**src/rtl/router_pkg.sv**
```systemverilog
// Shared constants for the 1x3 router: data width, buffer depth and the
// header byte field layout used by the output FIFOs.
package router_pkg;

    localparam int DATA_W       = 8;
    localparam int FIFO_DEPTH   = 16;

    localparam int LEN_MSB      = 7;
    localparam int LEN_LSB      = 2;
    localparam int ADDR_MSB     = 1;
    localparam int ADDR_LSB     = 0;

    localparam int HDR_FLAG_BIT = DATA_W;

    // Packet counter is wide enough for the largest payload length plus parity.
    localparam int CNT_W        = 7;

    typedef logic [CNT_W-1:0] cnt_t;

    function automatic cnt_t pkt_remaining(input logic [DATA_W-1:0] hdr);
        return cnt_t'(hdr[LEN_MSB:LEN_LSB]) + cnt_t'(1);
    endfunction

endpackage

```
**src/rtl/router_fifo.sv**
```systemverilog
// Per-destination output buffer of the 1x3 router: stores header/payload/parity
// bytes with a header tag and tracks remaining packet length on the read side.
module router_fifo
    import router_pkg::*;
#(
    parameter int DEPTH = FIFO_DEPTH,
    parameter int WIDTH = DATA_W,
    parameter int PTR_W = $clog2(DEPTH)
) (
    input  logic             clock,
    input  logic             reset,
    input  logic             soft_reset,
    input  logic             write_enb,
    input  logic             read_enb,
    input  logic             lfd_state,
    input  logic [WIDTH-1:0] data_in,
    output logic             full,
    output logic             empty,
    output logic [WIDTH-1:0] data_out
);

    logic [PTR_W:0]   wr_ptr_q, wr_ptr_d;
    logic [PTR_W:0]   rd_ptr_q, rd_ptr_d;
    logic             lfd_q;
    cnt_t             count_q, count_d;
    logic [WIDTH-1:0] dout_q, dout_d;
    logic [WIDTH:0]   mem [DEPTH];

    logic             do_wr;
    logic             do_rd;
    logic [WIDTH:0]   rd_entry;

    // Extra wrap bit distinguishes full from empty when the low bits match.
    assign full  = (wr_ptr_q[PTR_W] != rd_ptr_q[PTR_W]) &&
                   (wr_ptr_q[PTR_W-1:0] == rd_ptr_q[PTR_W-1:0]);
    assign empty = (wr_ptr_q == rd_ptr_q);

    assign do_wr    = write_enb && !full && !soft_reset;
    assign do_rd    = read_enb && !empty && !soft_reset;
    assign rd_entry = mem[rd_ptr_q[PTR_W-1:0]];

    assign data_out = dout_q;

    always_comb begin
        // NOTE: every output of this block gets a default first so no path
        // leaves a signal unassigned, which would otherwise infer a latch.
        wr_ptr_d = wr_ptr_q;
        rd_ptr_d = rd_ptr_q;
        count_d  = count_q;
        dout_d   = dout_q;

        if (soft_reset) begin
            wr_ptr_d = '0;
            rd_ptr_d = '0;
            count_d  = '0;
            dout_d   = '0;
        end else begin
            if (do_wr) begin
                wr_ptr_d = wr_ptr_q + 1'b1;
            end

            if (do_rd) begin
                rd_ptr_d = rd_ptr_q + 1'b1;
                dout_d   = rd_entry[WIDTH-1:0];
                if (rd_entry[WIDTH]) begin
                    count_d = pkt_remaining(rd_entry[WIDTH-1:0]);
                end else if (count_q != '0) begin
                    count_d = count_q - cnt_t'(1);
                end
            end else if (count_q == '0) begin
                // Packet fully drained: the output bus returns to zero.
                dout_d = '0;
            end
        end
    end

    always_ff @(posedge clock or posedge reset) begin
        // NOTE: state registers use non-blocking assignments so every flop
        // samples pre-edge values regardless of statement order.
        if (reset) begin
            wr_ptr_q <= '0;
            rd_ptr_q <= '0;
            lfd_q    <= 1'b0;
            count_q  <= '0;
            dout_q   <= '0;
        end else begin
            wr_ptr_q <= wr_ptr_d;
            rd_ptr_q <= rd_ptr_d;
            lfd_q    <= soft_reset ? 1'b0 : lfd_state;
            count_q  <= count_d;
            dout_q   <= dout_d;
        end
    end

    // Header byte lags lfd_state by one cycle, so the delayed flag tags it.
    always_ff @(posedge clock or posedge reset) begin
        // NOTE: the storage array is cleared on the hard reset only; the
        // soft flush just rewinds pointers and leaves stale contents behind.
        if (reset) begin
            for (int i = 0; i < DEPTH; i++) begin
                mem[i] <= '0;
            end
        end else if (do_wr) begin
            mem[wr_ptr_q[PTR_W-1:0]] <= {lfd_q, data_in};
        end
    end

endmodule

```
**config.mk**
```make
export PLATFORM = sky130hd
export DESIGN_NAME = router_fifo
export DESIGN_NICKNAME = d
export VERILOG_FILES = /design/src/rtl/router_pkg.sv /design/src/rtl/router_fifo.sv
export SDC_FILE = /design/constraint.sdc
export NUM_CORES = 1
export LEC_CHECK = 0
export CAP_MARGIN = 10
export CORE_ASPECT_RATIO = 0.75
export CORE_MARGIN = 3
export CORE_UTILIZATION = 55
export CTS_BUF_LIST = sky130_fd_sc_hd__clkbuf_8 sky130_fd_sc_hd__clkbuf_16
export DETAILED_ROUTE_END_ITERATION = 8
export PLACE_DENSITY = 0.71
export SLEW_MARGIN = 20
export SYNTH_ARGS = -nofsm -noshare
export SYNTH_HDL_FRONTEND = slang
export SYNTH_SLANG_ARGS = --single-unit
```
**constraint.sdc**
```tcl
create_clock -name clock -period 8.15 [get_ports clock]
set_input_delay 2.445 -clock clock [delete_from_list [all_inputs] [get_ports clock]]
set_output_delay 2.445 -clock clock [all_outputs]
set_load 0.05 [all_outputs]
```
==> flow_summary.json, run 1 <==
{
  "rsz0062_at_grt": "no",
  "hold_viol": 0,
  "hold_class": "reg2reg",
  "grt_pass1_vias": 5078,
  "synth-seq-area-share_pct": 51.2,
  "io_buffers": 23,
  "critical_path_class": "reg2out",
  "relSlewSlack_pct": 27.8,
  "die-area_um2": 16600,
  "timing.fmax_ghz": 0.189,
  "power_frac_clock_pct": 35.6,
  "period_needed_ns": 5.30,
  "critPathLaunch": "rd_ptr_q[2]$_DFFE_PP0P_",
  "power_switching_mw": 0.697,
  "gr-total-overflow": 0,
  "start_util_pct": 56.8,
  "gp_congestion": 0.815,
  "crit_required_ns": 5.71,
  "worstSetupEndpoint": "full",
  "power_mw": 2.31,
  "min_from": "mem[26]$_DFFE_PP0P_",
  "irDropWorstVdd_mv": 0.158,
  "async_reset_ff_share_pct": 100,
  "root_buffer": "clkbuf_16",
  "layout_worst_path_cycle_share_pct": 65.0,
  "setup_viol": 0,
  "worst_setup_path_end_kind": "output port",
  "antenna_found_initial": 0,
  "status": "completed",
  "routed_wl_um": 18300,
  "power_frac_seq_pct": 41.9,
  "route.detailed.drc": 0,
  "synth.avg_cell_area_um2": 14.5,
  "std_cell_rows": 38,
  "intPower_mw": 1.61,
  "drive_gt1_share_pct": 39.4,
  "crit_fanout": 20,
  "vias": 4881,
  "die_x_um": 148,
  "arrival_ns": 2.85,
  "cts_buffer_depth": 2,
  "synthDistinctLibCells": 48,
  "maxCapViolCount": 0,
  "worstReg2RegEnd": "count_q[5]$_DFFE_PP0P_",
  "tightest_slew_ns": 1.08,
  "power_density_nw_per_um2": 251,
  "maxSlewViolCount": 0,
  "clkTransAtPathRegs_ns": 0.07,
  "coreArea_um2": 14600,
  "netSwitchingFraction_pct": 30.2,
  "syn_to_final_growth_pct": 10.7,
  "ys_seq_elements": 170,
  "clk_latency_ns": 0.42,
  "ant_nets": 0,
  "timing.setup.tns_ns": 0,
  "reg2reg_depth": 7,
  "ctsHoldBuffers": 0,
  "dpl.hpwl_um": 11700,
  "p_leak_nw": 4.18,
  "netlist_area_um2": 8310,
  "r2r_start": "rd_ptr_q[0]$_DFFE_PP0P_",
  "postSynthCellCount": 572,
  "cts_inserted_buffers": 17,
  "routed_via_density": 6.13,
  "grt_max_degree": 110,
  "synth_edf_count": 0,
  "whs_ns": 0.499,
  "grt_pass1_wl_um": 29700,
  "fillers": 1135,
  "cts_tree": "yes",
  "firstDrtPassIters": 4,
  "synth_fp_nets": 594,
  "route.detailed.wl_per_inst_um": 23.0,
  "worst_setup_path_start_kind": "flop",
  "yosys_warnings": 0,
  "drtIter0Drc": 350,
  "groute.usage.overall_pct": 23.6,
  "io-pin-count": 24,
  "ff2ff_setup_slack_ns": 4.84,
  "final_nets": 605,
  "htree_num_levels": 4,
  "cts-resized-gates": 0,
  "synthFlopType": "dfrtp_1",
  "post-cts-setup-buffers": 0,
  "worst_clock_skew_ns": 0.00975,
  "antenna_cells": 0,
  "die-height_um": 112,
  "power_frac_comb_pct": 22.5,
  "cts.sinks": 170
}
==> cells in the final DEF, fill, tap and decap left out, types with 6 or more instances in the layout <==
master and count:
dfrtp_1 169, mux2_2 148, mux4_2 26, clkdlybuf4s50_1 23
nand2_1 22, nor2_1 20, clkbuf_16 17, nand3_1 15
a21oi_1 12, xnor2_1 11, mux4_1 10, nand3_4 10
xor2_1 8, ha_1 8, o21ai_0 7, a22oi_1 7
mux2i_1 7, nand3_2 6, inv_6 6
==> worst min path at each step <==
stage	to	slack, ns	depth (start not counted)
global route	mem[48]$_DFFE_PP0P_	0.51	1
CTS	mem[141]$_DFFE_PP0P_	0.50	1
floorplan	mem[26]$_DFFE_PP0P_	0.47	1
global placement	mem[58]$_DFFE_PP0P_	0.48	1
finish	mem[26]$_DFFE_PP0P_	0.50	1
detailed placement	mem[26]$_DFFE_PP0P_	0.49	1
==> power groups by stage <==
stage / registers (mW) / logic, mW / clock network, mW
floorplan: 0.988 / 0.400 / 0
global placement: 0.977 / 0.505 / 0
detailed placement: 0.981 / 0.519 / 0
CTS: 0.966 / 0.519 / 0.833
global route: 0.978 / 0.571 / 0.870
finish: 0.967 / 0.519 / 0.822
==> cell type report <==
type                            instances  area (um2)  share of cell area [%]
Multi-Input combinational cell        361        3810                    41.4
Sequential cell                       170        4260                    46.2
Clock buffer                           18         439                    4.77
Timing Repair Buffer                   27         260                    2.83
Clock inverter                         14         159                    1.73
Tap cell                              200         250                    2.72
Inverter                                6        27.5                   0.299
==> synthesized netlist by cell type (2+ instances only) <==
cell | number | share of area [%]
mux2i_1 | 7 | 0.84
a21oi_1 | 12 | 0.72
buf_2 | 4 | 0.24
and2_1 | 2 | 0.15
or4_1 | 2 | 0.18
a22oi_2 | 2 | 0.30
a311oi_1 | 3 | 0.32
mux2_2 | 148 | 20
nor3b_1 | 2 | 0.18
mux4_2 | 26 | 7.0
buf_4 | 5 | 0.45
nand3_1 | 15 | 0.90
nor3_1 | 5 | 0.30
xnor2_1 | 11 | 1.2
a22oi_1 | 7 | 0.63
o21ai_0 | 7 | 0.42
mux4_1 | 10 | 3.2
nand3_2 | 6 | 0.72
inv_1 | 6 | 0.27
ha_1 | 8 | 1.2
dfrtp_1 | 170 | 51
nand4_1 | 3 | 0.23
and2b_1 | 2 | 0.18
buf_6 | 4 | 0.54
buf_12 | 2 | 0.48
xor2_1 | 8 | 0.84
nand3_4 | 10 | 2.1
clkbuf_1 | 17 | 0.77
nor2b_1 | 3 | 0.23
nor4_1 | 2 | 0.15
nand2_1 | 22 | 0.99
o22ai_1 | 4 | 0.30
nor2_1 | 20 | 0.90
buf_1 | 2 | 0.090
or3_1 | 2 | 0.15
==> cell families (layout without fill, tap and decap cells) <==
kind of cell	count (synthesis)	in the layout	share of synthesized area [%]
flops	170	170	51.2
compound gates	41	41	3.36
xor+xnor	19	19	2.00
simple gates	100	100	7.75
buf+inv	41	65	2.94
mux	193	193	31.6
fa+ha+maj	8	8	1.20
==> flip-flops by register name, indices dropped and copies added, names as in the netlist <==
name / cells
mem: 144
data_out: 8
count_q: 7
rd_ptr_q: 5
wr_ptr_q: 5
lfd_q: 1
==> per-layer routing <==
metal	routed length (um)	global-route usage, %
met5	0	0
met4	192	6.22
met3	1190	4.92
met2	8500	35.2
met1	8450	35.6
==> metrics by stage <==
step | cells | setup slack (ns) | utilization [%] | cell area, um2
finish | 796 | 2.85 | 62.9 | 9210
global route | 796 | 2.72 | 62.9 | 9210
CTS | 796 | 2.83 | 62.9 | 9210
detailed placement | 764 | 2.77 | 58.8 | 8610
global placement | 764 | 2.88 | 58.8 | 8610
floorplan | 572 | 1.10 | - | 8310
==> worst max-delay path, stage by stage, from the launching register on <==
cell,delay (ns)
dfrtp_1,1.00
xnor2_1,0.19
nand4_1,0.25
nor2_1,0.17
clkdlybuf4s50_1,0.82
Note: power is estimated with default switching activity, not from simulation.
==> run 2: changes to the inputs <==
- PLACE_DENSITY: 0.71 -> 0.74
- clock period: 8.15 -> 4.6 ns (I/O delays scaled with it)
==> flow_summary.json, run 2 (synthesis gave the netlist of run 1 again) <==
{
  "post-cts-setup-buffers": 0,
  "cts-resized-gates": 0,
  "std_cell_rows": 38,
  "cts_buffer_depth": 2,
  "r2r_start": "rd_ptr_q[0]$_DFFE_PP0P_",
  "clk_latency_ns": 0.42,
  "io-pin-count": 24,
  "critPathSlowestCell": "dfrtp_1",
  "drive_gt1_share_pct": 40.1,
  "die-area_um2": 16600,
  "grt.busiest_layer": "met2",
  "tightest_slew_ns": 1.05,
  "grt_max_degree": 46,
  "dpl.hpwl_um": 12100,
  "mostFrequentLayoutCells": "dfrtp_1, mux2_2, mux4_2",
  "irDropWorstVdd_mv": 0.362,
  "antenna_cells": 0,
  "layout_worst_path_cycle_share_pct": 86.9,
  "die-height_um": 112,
  "vias": 4982,
  "route.detailed.wl_per_inst_um": 23.6,
  "routed_via_density": 6.20,
  "maxCapViolCount": 0,
  "layout_commonest_cell": "dfrtp_1",
  "p_leak_nw": 4.20,
  "ctsHoldBuffers": 0,
  "cts_inserted_buffers": 17,
  "crit_fanout": 12,
  "cts.sinks": 170,
  "critical_path_class": "reg2out",
  "worst_setup_path_end_kind": "output port",
  "pre_cts_ws_ns": 0.933,
  "grtUsageMet2_pct": 37.4,
  "gp_congestion": 0.805,
  "largest_reg_flops": 144,
  "period_needed_ns": 4.00,
  "syn_to_final_growth_pct": 11.3,
  "worst_clock_skew_ns": 0.0114,
  "routed_wl_um": 18900,
  "relSlewSlack_pct": 28.9,
  "crit_required_ns": 3.22,
  "maxSlewViolCount": 0,
  "ant_nets": 0,
  "timing.setup.tns_ns": 0,
  "crit_chain": "xnor2_1 > nand4_1 > nor2_1 > clkdlybuf4s50_1",
  "gr-total-overflow": 0,
  "drtIter0Drc": 352,
  "min_from": "mem[3]$_DFFE_PP0P_",
  "grt_pass1_wl_um": 30300,
  "hold_viol": 0,
  "grt_pass1_vias": 5238,
  "use_met1_pct": 36.1,
  "crit_family": "flip-flops",
  "grtUsageMet3_pct": 4.96,
  "power_density_nw_per_um2": 436,
  "rsz0062_at_grt": "no",
  "groute.usage.overall_pct": 24.1,
  "io_buffers": 23,
  "hold_class": "reg2reg",
  "route.detailed.drc": 0,
  "clkTransAtPathRegs_ns": 0.07,
  "critPathLaunch": "rd_ptr_q[3]$_DFFE_PP0P_",
  "die_x_um": 148,
  "status": "completed",
  "start_util_pct": 56.8,
  "arrival_ns": 2.62,
  "setup_viol": 0,
  "worst_setup_path_start_kind": "flop",
  "cts_tree": "yes",
  "path_buf_inv": 1,
  "firstDrtPassIters": 5,
  "worst_slack_ns": 0.605,
  "timing.fmax_ghz": 0.250,
  "regMostFlops": "mem",
  "final_nets": 612,
  "critPathMaxStageDelay_ns": 0.82,
  "antenna_found_initial": 0,
  "htree_num_levels": 4,
  "root_buffer": "clkbuf_16",
  "coreArea_um2": 14600
}
run 2: changes by cell type in the layout (fill, tap and decap cells not counted):
cell        before  now
bufinv_16        2    0
clkinvlp_4       0    2
clkinv_2         3    1
buf_12           0    2
buf_4            4    9
clkinv_4         2    3
clkinv_8         0    1
run 2: final timing paths:
check                                         end  slack, ns  cells past startpoint
max                                         empty       0.60                      4
min                            mem[3]$_DFFE_PP0P_       0.50                      1
max reg2reg                count_q[5]$_DFFE_PP0P_       1.39                      7
min reg2reg                    mem[3]$_DFFE_PP0P_       0.50                      1
max in group asynchronous    mem[109]$_DFFE_PP0P_       2.35                      4
min in group asynchronous      mem[6]$_DFFE_PP0P_       1.28                      2
run 2: where the power goes:
part           total (mW)  internal (mW)  switching, mW
registers            1.71           1.63         0.0818
logic               0.929          0.399          0.530
clock network        1.39          0.730          0.659
total                4.03           2.76           1.27
run 2: layer usage:
metal / part of all wire (%) / up-vias
met5: 0 / -
met3: 5.0 / 8
met1: 47 / 2702
li1: - / 2153
met4: 0.48 / 0
met2: 47 / 119
run 2: area by class of cell:
class | count | area, um2
Clock inverter | 14 | 130
Fill cell | 1092 | 5390
Timing Repair Buffer | 34 | 338
Clock buffer | 18 | 439
Sequential cell | 170 | 4260
Inverter | 6 | 26.3
Multi-Input combinational cell | 361 | 3810
Tap cell | 200 | 250
run 2: worst register-to-register path, stage by stage, from the launching register on:
cell      delay, ns
dfrtp_2        0.36
buf_4          0.63
mux4_1         0.43
mux2i_1        0.10
mux2i_2        0.84
nand3_1        0.15
or3_1          0.34
a311oi_1       0.25
run 2: through the flow:
stage	instances	hold WS (ns)	power (mW)	utilization (%)	instance area [um2]
6_report	803	0.500	4.03	63.2	9250
5_1_grt	803	0.512	4.21	63.2	9250
4_1_cts	802	0.501	4.04	63.0	9230
3_5_place_dp	770	0.486	2.66	59.2	8660
3_3_place_gp	770	0.479	2.63	59.2	8660
2_1_floorplan	572	0.470	2.46	-	8320
